### src/rtl/mul_pkg.sv
// ============================================================================
//  Module      : mul_pkg
//  Description : Shared types and constants for the multi-cycle multiply
//                sequencer: FSM state encoding, default width, counter width
//                and the MUL instruction encoding used by the decoder.
//  Revision    : 1.0 - initial release
// ============================================================================
`default_nettype none

package mul_pkg;

  // Default operand/result width; the sequencer runs one iteration per bit.
  localparam int MUL_N = 64;

  // Iteration counter width: one extra bit so the count reaches N without wrap.
  function automatic int mul_cnt_width(input int n);
    return $clog2(n) + 1;
  endfunction

  localparam int MUL_CNT_W = mul_cnt_width(MUL_N);

  // MUL encoding (RV M-extension) the decoder matches to raise start.
  localparam logic [6:0] MUL_OPCODE = 7'b0110011;
  localparam logic [2:0] MUL_FUNCT3 = 3'b000;
  localparam logic [6:0] MUL_FUNCT7 = 7'b0000001;

  typedef enum logic [1:0] {
    IDLE = 2'd0,
    BUSY = 2'd1,
    DONE = 2'd2
  } mul_state_t;

endpackage : mul_pkg

`default_nettype wire

### src/rtl/mul_sequencer_adder.sv
// ============================================================================
//  Module      : mul_sequencer_adder
//  Description : Plain W-bit adder reused for the multiply accumulator.
//                Carry-out is dropped; the sum wraps modulo 2^W.
//  Revision    : 1.0 - initial release
// ============================================================================
`default_nettype none

module mul_sequencer_adder #(
  parameter int W = 64
) (
  input  logic [W-1:0] a_i,
  input  logic [W-1:0] b_i,
  output logic [W-1:0] sum_o
);

  // Modular sum; the product is defined on the low W bits only.
  always_comb begin
    sum_o = a_i + b_i;
  end

endmodule : mul_sequencer_adder

`default_nettype wire

### src/rtl/mul_sequencer.sv
// ============================================================================
//  Module      : mul_sequencer
//  Description : Shift-add multiply controller for the execute stage. Holds
//                the pipeline stalled while a MUL iterates, then pulses done
//                for one cycle with the low N bits of the product.
//                Optional macro MUL_EARLY_TERM_EN: leave BUSY as soon as the
//                remaining multiplier bits are all zero.
//  Revision    : 1.0 - initial release
// ============================================================================
`default_nettype none

module mul_sequencer
  import mul_pkg::*;
#(
  parameter int N = MUL_N
) (
  input  logic         clk,
  input  logic         reset,
  input  logic         start,
  input  logic [N-1:0] op_a,
  input  logic [N-1:0] op_b,
  output logic         stall,
  output logic         done,
  output logic [N-1:0] result
);

  localparam int CNT_W = mul_cnt_width(N);

  mul_state_t         state_q, state_d;
  logic [N-1:0]       a_q, a_d;
  logic [N-1:0]       b_q, b_d;
  logic [N-1:0]       acc_q, acc_d;
  logic [CNT_W-1:0]   cnt_q, cnt_d;
  logic [N-1:0]       acc_sum;
  logic               last_iter;
  logic               iterate;

  mul_sequencer_adder #(.W(N)) accadd (
    .a_i   (acc_q),
    .b_i   (a_q),
    .sum_o (acc_sum)
  );

  assign last_iter = (cnt_q == CNT_W'(N - 1));

`ifdef MUL_EARLY_TERM_EN
  // An exhausted multiplier means the product is already final.
  assign iterate = (state_q == BUSY) && (b_q != '0);
`else
  assign iterate = (state_q == BUSY);
`endif

  // State register.
  always_ff @(posedge clk) begin
    if (reset) state_q <= IDLE;
    else       state_q <= state_d;
  end

  // Next-state logic; start is only looked at in IDLE.
  always_comb begin
    state_d = state_q;
    case (state_q)
      IDLE: if (start) state_d = BUSY;
`ifdef MUL_EARLY_TERM_EN
      BUSY: if (last_iter || (b_q == '0)) state_d = DONE;
`else
      BUSY: if (last_iter) state_d = DONE;
`endif
      DONE: state_d = IDLE;
      default: state_d = IDLE;
    endcase
  end

  // Outputs; forced low during reset so an aborted multiply never retires.
  always_comb begin
    stall  = !reset && (((state_q == IDLE) && start) || (state_q == BUSY));
    done   = !reset && (state_q == DONE);
    result = acc_q;
  end

  // Datapath registers.
  always_ff @(posedge clk) begin
    if (reset) begin
      a_q   <= '0;
      b_q   <= '0;
      acc_q <= '0;
      cnt_q <= '0;
    end else begin
      a_q   <= a_d;
      b_q   <= b_d;
      acc_q <= acc_d;
      cnt_q <= cnt_d;
    end
  end

  // Datapath next state: load on accept, one shift-add step per BUSY cycle.
  always_comb begin
    a_d   = a_q;
    b_d   = b_q;
    acc_d = acc_q;
    cnt_d = cnt_q;
    if ((state_q == IDLE) && start) begin
      a_d   = op_a;
      b_d   = op_b;
      acc_d = '0;
      cnt_d = '0;
    end else if (iterate) begin
      if (b_q[0]) acc_d = acc_sum;
      a_d   = a_q << 1;
      b_d   = b_q >> 1;
      cnt_d = cnt_q + CNT_W'(1);
    end
  end

endmodule : mul_sequencer

`default_nettype wire

### config.mk
export PLATFORM = sky130hd
export DESIGN_NAME = mul_sequencer
export DESIGN_NICKNAME = d
export VERILOG_FILES = /design/src/rtl/mul_pkg.sv /design/src/rtl/mul_sequencer_adder.sv /design/src/rtl/mul_sequencer.sv
export SDC_FILE = /design/constraint.sdc
export NUM_CORES = 1
export LEC_CHECK = 0
export BUFFER_PORTS_ARGS = -buffer_cell sky130_fd_sc_hd__buf_2
export CAP_MARGIN = 10
export CELL_PAD_IN_SITES_DETAIL_PLACEMENT = 0
export CELL_PAD_IN_SITES_GLOBAL_PLACEMENT = 1
export CORE_MARGIN = 8
export CORE_UTILIZATION = 40
export DETAILED_ROUTE_END_ITERATION = 8
export PLACE_DENSITY_LB_ADDON = 0.05
export SYNTH_ARGS = -nofsm -noshare
export SYNTH_HDL_FRONTEND = slang
export SYNTH_HIERARCHICAL = 1
export SYNTH_SLANG_ARGS = --single-unit
### constraint.sdc
create_clock -name clk -period 8.3 [get_ports clk]
set_input_delay 0.83 -clock clk [delete_from_list [all_inputs] [get_ports clk]]
set_output_delay 0.83 -clock clk [all_outputs]
set_load 0.05 [all_outputs]
==> impl_metrics.csv <==
group,metric,value,unit
run_status,outcome,"finished clean",
synthesis,synth_largest_area_cell,"dfxtp_1",
timing,fmax,298,MHz
route,drc,0,
timing,tns,0,ns
critical_path,worstPathCellList,"ha_1, fa_1, a21o_1, nand3_1, a311o_1, a21o_1, nand2_1, a41oi_1, a21oi_1, a221oi_1, o21ai_0, xor2_1, nand2_1, a21oi_2",
critical_path,timing.critical_path.arrival,3.76,ns
timing,fin_skew,0.0175,ns
clock_network,clock_latency,0.54,ns
floorplan,start_util,40.5,%
grt,overflow,0,
synthesis,synth_seq_cells,201,
timing,period_share,40.4,%
synthesis,yosysMostFrequentCell,"dfxtp_1",
synthesis,synth_top_area_share,33.7,%
power,switching_share,28.6,%
timing,maxSlewHeadroom,27.2,%
grt,grt_max_degree,86,
grt,grt_pass1_wl,59700,um
synthesis,synth_area_leaders,"dfxtp_1 34%, ha_1 6.7%, o22ai_1 6.6%, nand2_1 5.8%, a211oi_1 5.7%",
clock_network,htree_num_levels,1,
critical_path,worstSetupPathType,"flop to flop",
route,wl,36900,um
critical_path,cpMaxStageDelayCell,"a221oi_1",
synthesis,synth_cells,1448,
finish,regArea,4020,sq um
clock_network,cts_root_buf,"clkbuf_16",
power,p_clk_share,41.4,%
finish,design_area,13700,sq um
floorplan,rows,63,
placed_design,gp_congestion,0.821,
floorplan,die_width,189,um
synthesis,synth_nets,1644,
route,vias,11100,
floorplan,die-area,35600,sq um
power,p_comb_share,15.5,%
finish,multi_input_area,7260,sq um
grt,track_usage,19.9,%
finish,area_growth,14.4,%
grt,antenna_found_initial,8,
floorplan,num_io_pins,197,
critical_path,start_kind,"flop",
clock_network,cts_buffers,25,
clock_network,cts_tree,"built",
floorplan,fp.dieH,189,um
critical_path,worstPathMaxFanout,6,
grt,grt_pass1_vias,11100,
min_path,hold_path.class,"flop to flop",
route,avgRoutedWirePerCell,18.7,um
power,ir_drop,0.154,mV
synthesis,yosys_most_used_dff,"dfxtp_1",
finish,fin_nets,1759,
critical_path,critical_path_required,8.70,ns
clock_network,cts_sinks,201,
power,switchingPower,0.713,mW
synthesis,yosysWarnings,6,
synthesis,synth_common_cells,"201 x dfxtp_1, 185 x nand2_1, 165 x nor2_1",
timing,period_needed,3.36,ns
clock_network,post-cts-setup-buffers,0,
power,pwr-share-seq,43.1,%
power,power_per_cell_area,183,nW/um^2
clock_network,clock_path_buffers,3,
placed_design,placed_cell_area,12900,sq um
power,p_leak,5.72,nW
route,dr.pass1.iters,4,
timing,holdWs,0.483,ns
synthesis,synthDistinctLibCells,67,
clock_network,cts_resized,0,
route,routed_via_density,5.62,
job,cap_violations,0,
placed_design,hpwl,25700,um
synthesis,synthArstFlopShare,0,%
route,dr.first_iter.drc_count,492,
synthesis,syn_avg_cell_area,8.25,sq um
finish,drive_above_1_share,23.5,%
finish,nFillCells,3021,
clock_network,hold_buffers,0,
route,ant_nets,0,
clock_network,clk_pin_slew,0.06,ns
placed_design,port_buffers,196,
synthesis,yosysSeqAreaShare,33.7,%
critical_path,endpoint_kind,"flop",
power,p_int,1.78,mW
synthesis,synth_edf_count,0,
timing,setup_viol,0,
floorplan,core_area,29500,sq um
power,total_power,2.50,mW
timing,worst_pin_slew,1.09,ns
critical_path,cpPeakStageDelay,0.51,ns
timing,slew_viol_final,0,
timing,hold_viol,0,
synthesis,synth_area,11900,sq um
timing,rsz0062_at_grt,"false",
final cells by class:
cell class              instances  share of cell area [%]
clock buffers                  37                    5.27
diodes                          3                  0.0549
clock inverters                 6                   0.403
flip-flops and latches        201                    29.5
repair buffers                205                    7.69
well taps                     390                    3.57
inverters                      15                   0.449
multi-input cells            1115                    53.1
registers in the layout (all words and copies together), names as in the netlist:
| register | flops |
|---|---|
| a_q | 64 |
| b_q | 64 |
| cnt_q | 7 |
| result | 64 |
| state_q | 2 |
through the flow:
stage,std cells,utilization [%],setup slack [ns]
2_1_floorplan,1448,-,5.11
3_3_place_gp,1926,43.7,5.00
3_5_place_dp,1926,43.7,4.93
4_1_cts,1969,46.3,4.93
5_1_grt,1972,46.3,4.65
6_report,1972,46.3,4.94
power groups by stage:
stage,Sequential (mW),Combinational (mW),Clock (mW)
final,1.08,0.386,1.03
after CTS,1.08,0.388,1.07
after global routing,1.08,0.428,1.10
after detailed placement,1.10,0.386,0
after floorplan,1.09,0.291,0
after global placement,1.10,0.385,0
critical path: cells and delay by family (launching register included):
kind	cells	cell delay (ns)
simple gates	3	0.37
xor+xnor	1	0.17
flops	1	0.33
compound gates	8	1.76
fa+ha+maj	2	0.62
cell usage in the layout, fill, tap and decap left out, types with 5 or more instances in the layout:
cell type  count
clkbuf_16     25
a21oi_1       76
xnor2_1       39
nand4_1       18
a211oi_2      41
o21bai_1      16
nand2b_1       6
inv_1         13
xor2_1        22
o21ai_0       38
o21a_1        13
a31oi_1        9
a21o_1        36
and3_1         6
clkbuf_8       5
a211oi_1      90
buf_4         10
ha_1          64
clkbuf_1       7
nor3_1        13
o22ai_1      126
nand3_1       19
dfxtp_1      201
nand2_1      185
nor2b_1        5
buf_2        195
a21oi_2       69
nor2_1       165
kinds of logic after synthesis:
family	synth area share, %
AOI/OAI and AO/OA	33.3
xor gates and xnor gates	4.47
adders and majority gates	6.87
buffers and inverters	5.67
DFF	33.7
muxes	0.0838
and+or+nand+nor	15.9
path summary, 6_finish.rpt:
kind	from	endpoint	slack [ns]	cells past startpoint
max	result[0]	result[56]	4.94	14
min reg2reg	result[26]	result[26]	0.48	2
max reg2reg	result[0]	result[56]	4.94	14
min	result[26]	result[26]	0.48	2
per-layer routing:
metal	up-vias	wire, um	global-route usage [%]
met5	-	54	0
met2	242	16800	32.6
met4	10	535	4.60
li1	5539	-	-
met3	41	2020	4.33
met1	5246	17500	26.4
No activity file was read; power rests on OpenSTA's default activity.
